[src/rtl/multicycle_control_fsm.sv]
// Multicycle MIPS-style control unit: per-state datapath strobes, memory-wait
// timeout into a sticky FAULT state, and an illegal-opcode pulse in DECODE.
module multicycle_control_fsm #(
    parameter int unsigned WAIT_LIMIT = 15
) (
    input  logic       clk,
    input  logic       rst,
    input  logic [5:0] opcode,
    input  logic       mem_ready,
    output logic       pc_write,
    output logic       pc_write_cond,
    output logic       iord,
    output logic       mem_read,
    output logic       mem_write,
    output logic       ir_write,
    output logic       mem_to_reg,
    output logic       reg_dst,
    output logic       reg_write,
    output logic       alu_src_a,
    output logic [1:0] alu_src_b,
    output logic [1:0] pc_source,
    output logic [2:0] aluop,
    output logic [3:0] state,
    output logic       illegal_op,
    output logic       mem_fault
);

    localparam int unsigned CW = $clog2(WAIT_LIMIT + 2);
    localparam logic [CW-1:0] LIMIT = CW'(WAIT_LIMIT);

    localparam logic [5:0] OP_RTYPE = 6'b000000;
    localparam logic [5:0] OP_J     = 6'b000010;
    localparam logic [5:0] OP_BEQ   = 6'b000100;
    localparam logic [5:0] OP_ADDI  = 6'b001000;
    localparam logic [5:0] OP_SLTI  = 6'b001010;
    localparam logic [5:0] OP_LW    = 6'b100011;
    localparam logic [5:0] OP_SW    = 6'b101011;

    typedef enum logic [3:0] {
        FETCH  = 4'd0,  DECODE = 4'd1,  MEMADR = 4'd2,  MEMRD = 4'd3,
        MEMWB  = 4'd4,  MEMWR  = 4'd5,  EXEC   = 4'd6,  RWB   = 4'd7,
        BRANCH = 4'd8,  IEXEC  = 4'd9,  IWB    = 4'd10, JUMP  = 4'd11,
        FAULT  = 4'd12
    } state_t;

    state_t        state_q, state_d;
    logic [CW-1:0] wait_q, wait_d;
    logic          waiting, at_limit, legal_op;

    logic       pc_write_q, pc_write_cond_q, iord_q, mem_read_q, mem_write_q;
    logic       mem_to_reg_q, reg_dst_q, reg_write_q, alu_src_a_q, mem_fault_q;
    logic       fetch_q;
    logic [1:0] alu_src_b_q, pc_source_q;
    logic [2:0] aluop_q;
    logic       pc_write_d, pc_write_cond_d, iord_d, mem_read_d, mem_write_d;
    logic       mem_to_reg_d, reg_dst_d, reg_write_d, alu_src_a_d, mem_fault_d;
    logic       fetch_d;
    logic [1:0] alu_src_b_d, pc_source_d;
    logic [2:0] aluop_d;

    assign legal_op = opcode inside {OP_RTYPE, OP_J, OP_BEQ, OP_ADDI, OP_SLTI, OP_LW, OP_SW};
    assign waiting  = (state_q == FETCH || state_q == MEMRD || state_q == MEMWR) && !mem_ready;
    assign at_limit = (wait_q == LIMIT);

    always_comb begin
        state_d = state_q;
        case (state_q)
            FETCH:   if (mem_ready) state_d = DECODE; else if (at_limit) state_d = FAULT;
            DECODE: begin
                case (opcode)
                    OP_LW, OP_SW:     state_d = MEMADR;
                    OP_RTYPE:         state_d = EXEC;
                    OP_BEQ:           state_d = BRANCH;
                    OP_ADDI, OP_SLTI: state_d = IEXEC;
                    OP_J:             state_d = JUMP;
                    default:          state_d = FETCH;
                endcase
            end
            MEMADR:  state_d = (opcode == OP_LW) ? MEMRD : MEMWR;
            MEMRD:   if (mem_ready) state_d = MEMWB; else if (at_limit) state_d = FAULT;
            MEMWB:   state_d = FETCH;
            MEMWR:   if (mem_ready) state_d = FETCH; else if (at_limit) state_d = FAULT;
            EXEC:    state_d = RWB;
            RWB:     state_d = FETCH;
            BRANCH:  state_d = FETCH;
            IEXEC:   state_d = IWB;
            IWB:     state_d = FETCH;
            JUMP:    state_d = FETCH;
            FAULT:   state_d = FAULT;
            default: state_d = FETCH;
        endcase

        if (state_d != state_q) wait_d = '0;
        else if (waiting)       wait_d = wait_q + 1'b1;
        else                    wait_d = wait_q;
    end

    // Outputs are registered from the next state, so each flop already holds
    // the strobe pattern of the state being entered.
    always_comb begin
        pc_write_d      = 1'b0;
        pc_write_cond_d = 1'b0;
        iord_d          = 1'b0;
        mem_read_d      = 1'b0;
        mem_write_d     = 1'b0;
        mem_to_reg_d    = 1'b0;
        reg_dst_d       = 1'b0;
        reg_write_d     = 1'b0;
        alu_src_a_d     = 1'b0;
        alu_src_b_d     = 2'b00;
        pc_source_d     = 2'b00;
        aluop_d         = 3'b000;
        mem_fault_d     = 1'b0;
        fetch_d         = 1'b0;
        case (state_d)
            FETCH:  begin mem_read_d = 1'b1; alu_src_b_d = 2'b01; aluop_d = 3'b011; fetch_d = 1'b1; end
            DECODE: begin alu_src_b_d = 2'b11; aluop_d = 3'b011; end
            MEMADR: begin alu_src_a_d = 1'b1; alu_src_b_d = 2'b10; aluop_d = 3'b011; end
            MEMRD:  begin mem_read_d = 1'b1; iord_d = 1'b1; end
            MEMWB:  begin reg_write_d = 1'b1; mem_to_reg_d = 1'b1; end
            MEMWR:  begin mem_write_d = 1'b1; iord_d = 1'b1; end
            EXEC:   begin alu_src_a_d = 1'b1; end
            RWB:    begin reg_write_d = 1'b1; reg_dst_d = 1'b1; end
            BRANCH: begin
                alu_src_a_d = 1'b1; aluop_d = 3'b001; pc_write_cond_d = 1'b1; pc_source_d = 2'b01;
            end
            IEXEC:  begin
                alu_src_a_d = 1'b1; alu_src_b_d = 2'b10;
                aluop_d = (opcode == OP_ADDI) ? 3'b011 : 3'b010;
            end
            IWB:    begin reg_write_d = 1'b1; end
            JUMP:   begin pc_write_d = 1'b1; pc_source_d = 2'b10; end
            FAULT:  begin mem_fault_d = 1'b1; end
            default: ;
        endcase
    end

    always_ff @(posedge clk or posedge rst) begin
        if (rst) begin
            state_q         <= FETCH;
            wait_q          <= '0;
            pc_write_q      <= 1'b0;
            pc_write_cond_q <= 1'b0;
            iord_q          <= 1'b0;
            mem_read_q      <= 1'b0;
            mem_write_q     <= 1'b0;
            mem_to_reg_q    <= 1'b0;
            reg_dst_q       <= 1'b0;
            reg_write_q     <= 1'b0;
            alu_src_a_q     <= 1'b0;
            alu_src_b_q     <= 2'b00;
            pc_source_q     <= 2'b00;
            aluop_q         <= 3'b000;
            mem_fault_q     <= 1'b0;
            fetch_q         <= 1'b0;
        end else begin
            state_q         <= state_d;
            wait_q          <= wait_d;
            pc_write_q      <= pc_write_d;
            pc_write_cond_q <= pc_write_cond_d;
            iord_q          <= iord_d;
            mem_read_q      <= mem_read_d;
            mem_write_q     <= mem_write_d;
            mem_to_reg_q    <= mem_to_reg_d;
            reg_dst_q       <= reg_dst_d;
            reg_write_q     <= reg_write_d;
            alu_src_a_q     <= alu_src_a_d;
            alu_src_b_q     <= alu_src_b_d;
            pc_source_q     <= pc_source_d;
            aluop_q         <= aluop_d;
            mem_fault_q     <= mem_fault_d;
            fetch_q         <= fetch_d;
        end
    end

    // IR load and PC increment follow mem_ready within the fetch cycle itself.
    assign ir_write      = fetch_q & mem_ready;
    assign pc_write      = pc_write_q | (fetch_q & mem_ready);
    assign illegal_op    = (state_q == DECODE) && !legal_op;
    assign pc_write_cond = pc_write_cond_q;
    assign iord          = iord_q;
    assign mem_read      = mem_read_q;
    assign mem_write     = mem_write_q;
    assign mem_to_reg    = mem_to_reg_q;
    assign reg_dst       = reg_dst_q;
    assign reg_write     = reg_write_q;
    assign alu_src_a     = alu_src_a_q;
    assign alu_src_b     = alu_src_b_q;
    assign pc_source     = pc_source_q;
    assign aluop         = aluop_q;
    assign state         = state_q;
    assign mem_fault     = mem_fault_q;

endmodule

[config.mk]
export PLATFORM = sky130hd
export DESIGN_NAME = multicycle_control_fsm
export DESIGN_NICKNAME = d
export VERILOG_FILES = /design/src/rtl/multicycle_control_fsm.sv
export SDC_FILE = /design/constraint.sdc
export NUM_CORES = 1
export LEC_CHECK = 0
export ABC_AREA = 1
export BUFFER_PORTS_ARGS = -buffer_cell sky130_fd_sc_hd__buf_2
export CELL_PAD_IN_SITES_DETAIL_PLACEMENT = 1
export CELL_PAD_IN_SITES_GLOBAL_PLACEMENT = 1
export CORE_MARGIN = 5
export CORE_UTILIZATION = 39
export DETAILED_ROUTE_END_ITERATION = 10
export MAX_ROUTING_LAYER = met4
export PLACE_DENSITY_LB_ADDON = 0.1
export REMOVE_ABC_BUFFERS = 1
export SYNTH_ARGS = -nofsm -noshare
export SYNTH_HDL_FRONTEND = slang
export SYNTH_SLANG_ARGS = --single-unit
[constraint.sdc]
create_clock -name clk -period 2.26 [get_ports clk]
set_input_delay 0.452 -clock clk [delete_from_list [all_inputs] [get_ports clk]]
set_output_delay 0.452 -clock clk [all_outputs]
set_load 0.005 [all_outputs]
Word level (Yosys, flattened, before mapping)
Index checks and enable logic that the tools add are counted.
{"block": "classes", "n_addsub": 1, "multipliers": 0, "n_div": 0, "magnitude_cmp": 0, "n_eq_ne": 27, "n_shift": 0, "muxes": 24, "bitwise": 2, "reduce_logical": 19}
{"cell": "4-bit case mux with 8 select lines", "n": 1}
{"cell": "4-bit == test, second input constant", "n": 7}
{"cell": "4-bit by 3-bit == test with 1-bit output, second input constant", "n": 6}
{"cell": "4-bit case mux with 5 select lines", "n": 1}
{"cell": "4-bit by 2-bit == test with 1-bit output, second input constant", "n": 4}
{"cell": "4-bit 2-to-1 mux", "n": 4}
{"cell": "6-bit by 4-bit == test with 1-bit output, second input constant", "n": 2}
{"cell": "6-bit == test, second input constant", "n": 2}
{"cell": "1-bit 2-to-1 mux", "n": 12}
{"cell": "2-bit case mux with 3 select lines", "n": 2}
{"cell": "5-bit 2-to-1 mux", "n": 2}
{"cell": "2-bit OR reduction", "n": 5}
{"cell": "4-bit by 1-bit == test with 1-bit output, second input constant", "n": 2}
{"cell": "4-bit logical NOT", "n": 2}
{"cell": "7-bit nonzero test", "n": 1}
{"cell": "6-bit by 2-bit == test with 1-bit output, second input constant", "n": 1}
{"cell": "6-bit by 3-bit == test with 1-bit output, second input constant", "n": 1}
{"cell": "6-bit logical NOT", "n": 1}
{"cell": "3-bit OR reduction", "n": 2}
{"cell": "5-bit by 1-bit adder with 5-bit output, second input constant", "n": 1}
{"cell": "5-bit by 4-bit == test with 1-bit output, second input constant", "n": 1}
{"cell": "4-bit inequality test", "n": 1}
{"cell": "2-bit case mux with 2 select lines", "n": 1}
{"cell": "4-bit OR reduction", "n": 1}
{"cell": "other kinds (7)", "n": 10}
{"block": "word_totals", "ff_bits": 27, "latchBits": 0, "mem_bits_rw": 0, "romBits": 0, "in_bits": 9, "output_inout_bits": 23, "word_cells": 89, "memories": 0}

Longest topological paths before layout
{"block": "depth", "depth_word": 7, "ltp_mapped": 13}

Least setup slack after synthesis
OpenSTA, ideal clock, no wires.
{"block": "synth_path", "path_type": "reg2reg", "from": "reg wait_q[0]", "to": "reg aluop_q[0], in the netlist aluop[0]", "setup_ps": 124, "arrival_time_ps": 1665, "required_ps": 2136, "slack_ps": 471, "stages_incl_launch_ff": 13, "synth_period_minus_slack_ps": 1789, "cell_sequence": "dfrtp_1 ha_1 inv_1 nor3_1 ha_1 nor2_1 nand2_1 nor2_2 nor2_4 nand2_4 nand2_1 a21oi_1 o21ai_1"}
{"block": "synth_between", "elab_chain_cells": 7, "elab_cells_between_ends": 13}
{"item": "from (decl)", "line_no": "47", "rtl": "logic [CW-1:0] wait_q, wait_d;"}
{"item": "from (signal assigned)", "line_no": "158", "rtl": "wait_q <= wait_d;"}
{"item": "5-bit by 4-bit == test with 1-bit output (*)", "line_no": "63", "rtl": "assign at_limit = (wait_q == LIMIT);"}
{"item": "4-bit 2-to-1 mux (*)", "line_no": "68, 80, 82"}
{"item": "4-bit 2-to-1 mux, on equally long branches", "line_no": "82, 68, 80"}
{"item": "4-bit case mux with 8 select lines (*)", "line_no": "67", "rtl": "case (state_q)"}
{"item": "via state_d[1]", "line_no": "46", "rtl": "state_t state_q, state_d;"}
{"item": "4-bit by 2-bit == test with 1-bit output (tied with other cells)", "line_no": "115", "rtl": "case (state_d)"}
{"item": "3-bit OR reduction (no line)"}
{"item": "2-bit case mux with 3 select lines (*)", "line_no": "115"}
{"item": "via aluop_d[0]", "line_no": "59", "rtl": "logic [2:0] aluop_d;"}
{"item": "to (signal assigned)", "line_no": "170", "rtl": "aluop_q <= aluop_d;"}
{"item": "to (decl)", "line_no": "54", "rtl": "logic [2:0] aluop_q;"}
Mark *: on every way through the listed nets, which the timed path passes. The rest lies on a longest branch.
A chain may end at the register's enable or synchronous reset.

Worst setup path after layout
{"block": "layout_path", "from": "reg wait_q[0]", "to": "reg wait_q[2]"}
{"block": "layout_between", "elab_chain_cells": 6, "elab_cells_between_ends": 11}
{"item": "5-bit by 4-bit == test with 1-bit output (*)", "line_no": "63"}
{"item": "4-bit 2-to-1 mux (*)", "line_no": "68, 80, 82"}
{"item": "4-bit 2-to-1 mux, on equally long branches", "line_no": "82, 68, 80"}
{"item": "4-bit case mux with 8 select lines (*)", "line_no": "67"}
{"item": "via state_d[1]", "line_no": "46"}
{"item": "4-bit inequality test (*)", "line_no": "93", "rtl": "if (state_d != state_q) wait_d = '0;"}
{"item": "5-bit 2-to-1 mux / 2-bit nonzero test (equally long branches)"}
Mark *: on every way through the listed nets, which the timed path passes. The rest lies on a longest branch. The select of a mux whose other input is x is not followed.

==> flow_summary.yaml <==
critical_path:
  cpPeakStageDelay_ps: 420
  crit_buf_inv: 1
  path_cells: "ha_1, inv_1, nor3_1, ha_1, nor2_1, nand2_1, nor2_2, nor2_4, nand2_4, nand2_1, nand2_1, nand2_2, nor3_1"
  r2r-end: "wait_q[2]"
  worstReg2RegStart: "wait_q[0]"
  worstSetupPathType: "reg -> reg"
  worstPathRequired_ps: 2440
  ff2ff_setup_slack_ps: 250
  reg2regPathDepth: 13
  cp-end-kind: "flop"
  worstPathMaxFanout: 9
  path_depth: 13
  crit_arrival_ps: 2190
  start_kind: "flop"
  cp_slowest_cell: "dfrtp_1"
  critical-path-top-delay-family: "simple AND/OR/NAND/NOR gates"
  crit_top_cell: "nand2_1"
layout:
  n_fill_cell: 491
  largest_reg_flops: 5
  regArea_sq_um: 626
  antenna_cells: 0
  postLayoutCoreUtil: 0.476
  finalNetCount: 244
  area_delta_synth_final_pct: 16.3
  multi_input_area_sq_um: 743
  regMostFlops: "wait_q"
  layout-drive-gt1-share: 0.328
synthesis:
  synth_simple_gate_area_frac: 0.422
  async_flop_share: 1.00
  yosys_warnings: 0
  syn_inst: 199
  yosys-mux-area-fraction: 0
  ys_seq_area_frac: 0.411
  synth-edff-count: 0
  synthDistinctLibCells: 23
  synth_xor_area_frac: 0.0173
  synth-main-ff-cell: "dfrtp_1"
  mappedNetlistArea_sq_um: 1520
  ys_seq_elements: 25
  synth_area_per_cell_sq_um: 7.65
  synth_top_family_by_area: "simple AND/OR/NAND/NOR gates"
  synth-compound-area-share: 0.0304
  yosys.area_share.adder: 0.0164
sta:
  layout_min_cycle_time_ps: 2010
  finalClockSkew_ps: 2.97
  rsz0062_at_grt: "false"
  min_period_over_period: 0.889
  timing.hold.ws_ps: 210
  final_hold_viol_count: 0
  setup-tns-final_ps: 0
  fmax_mhz: 498
  slew_violations: 0
  setup_viol: 0
  fin_ws_ps: 251
power_and_ir_drop:
  p_total_uw: 1710
  p_per_area_nw_per_um2: 968
  leakagePower_uw: 0.00100
  ir_drop_v: 0.000437
job:
  cap_violations: 0
clocking:
  cts_tree: "done"
  tritoncts.num_buffers: 3
  cts_root_buffer: "clkbuf_8"
  cts_setup_buffers: 0
  ctsHtreeMaxLevel: 1
  cts_resized: 0
  hold_buffers: 0
  cts_sinks: 25
  clock_latency_ps: 270
  cts_buffer_depth: 2
  clkTransAtPathRegs_ps: 80
routing:
  vias_per_cell: 4.75
  antenna_left: 0
  num_vias: 1330
  first_pass_iters: 4
  dr.first_iter.drc_count: 75
  wl_microns: 3740
  drc: 0
  wl_per_cell_microns: 13.4
floorplanning:
  start_util: 0.410
  dieArea_sq_um: 5250
  ios: 32
  die_w_microns: 72.5
  num_rows: 22
  die_h_microns: 72.5
  coreArea_sq_um: 3720
placement:
  dp_hpwl_microns: 3110
  portBuffers: 30
  place.gp.congestion: 0.873
  pre_cts_slack_ps: 254
outcome:
  outcome: "complete, no violations"
min_path:
  hp-class: "in -> async"
global_routing:
  grt_usage: 0.162
  antenna_found_initial: 0
  grt_pass1_wl_microns: 6390
  grt_max_degree: 26
  grt_pass1_vias: 1385
  grt-ovfl-total: 0
cell usage after synthesis, types with 3 or more instances:
cell type / number / area, sq um
nor2_4: 3 / 33.8
nand3_2: 3 / 30.0
nand3_4: 3 / 52.6
nor2_2: 8 / 50.1
o21ai_0: 6 / 30.0
nand3_1: 16 / 80.1
nand2_2: 14 / 87.6
nor2_1: 23 / 86.3
inv_2: 7 / 26.3
nand2_1: 37 / 139
inv_1: 30 / 113
dfrtp_1: 25 / 626
nor3_1: 7 / 35.0
xor2_1: 3 / 26.3
metrics by stage:
stage	cells	area [sq um]
floorplan	197	1510
global placement	276	1730
detailed placement	276	1730
CTS	280	1770
global route	280	1770
finish	280	1770
layout by cell type, fill, tap and decap left out:
cell type | Yosys | layout
inv_1 | 30 | 30
nor2_2 | 8 | 8
buf_2 | 0 | 30
xor2_1 | 3 | 3
nand2_2 | 14 | 14
conb_1 | 1 | 1
dfrtp_1 | 25 | 25
nand2_1 | 37 | 37
clkbuf_1 | 0 | 1
nand4_1 | 2 | 2
nand3_4 | 3 | 3
nor3_1 | 7 | 7
nor2_4 | 3 | 3
o21ai_0 | 6 | 6
a21oi_1 | 1 | 1
o22ai_1 | 1 | 1
nand2_4 | 2 | 2
ha_1 | 2 | 2
clkbuf_8 | 0 | 3
nand3_2 | 3 | 3
nand3_1 | 16 | 16
or2_2 | 2 | 2
o21ai_1 | 1 | 1
nor2_1 | 23 | 23
buf_4 | 2 | 1
inv_2 | 7 | 7
cells by family (layout without fill, tap and decap cells):
| kind of cell | count (synthesis) | count (layout) |
|---|---|---|
| compound gates | 9 | 9 |
| flops | 25 | 25 |
| other cells | 1 | 1 |
| xor+xnor | 3 | 3 |
| fa+ha+maj | 2 | 2 |
| buf+inv | 39 | 72 |
| simple gates | 120 | 120 |
worst max-delay path by stage:
stage,from,endpoint
after detailed placement,wait_q[0],wait_q[0]
after CTS,wait_q[0],wait_q[0]
final,wait_q[0],wait_q[2]
after global routing,wait_q[0],wait_q[0]
after global placement,wait_q[0],aluop[0]
after floorplan,wait_q[0],aluop[0]
layout make-up:
| class | instances | area share |
|---|---|---|
| clock buffers | 4 | 0.0254 |
| inverters | 37 | 0.0784 |
| multi-input cells | 135 | 0.420 |
| well taps | 48 | 0.0339 |
| flip-flops and latches | 25 | 0.353 |
| repair buffers | 31 | 0.0890 |
power by group:
group | switching [uW] | leakage, uW | internal (uW)
registers | 68.3 | 0.000327 | 552
logic | 539 | 0.000652 | 291
clock network | 137 | 0.0000228 | 126
worst register-to-register path, delay by kind of cell, from the launching register on:
| kind | cells | cell delay [ps] |
|---|---|---|
| AND/OR/NAND/NOR | 10 | 1020 |
| flip-flops | 1 | 420 |
| adder cells (fa/ha/maj) | 2 | 410 |
| buffers and inverters | 1 | 70 |
per-layer routing:
layer / GRT usage / wire [microns] / up-vias
li1: - / - / 670
met1: 0.194 / 1660 / 629
met2: 0.275 / 1850 / 25
met3: 0.0194 / 160 / 6
met4: 0.0697 / 72 / 0
met5: - / 0 / -
(Power assumes the default switching activity.)
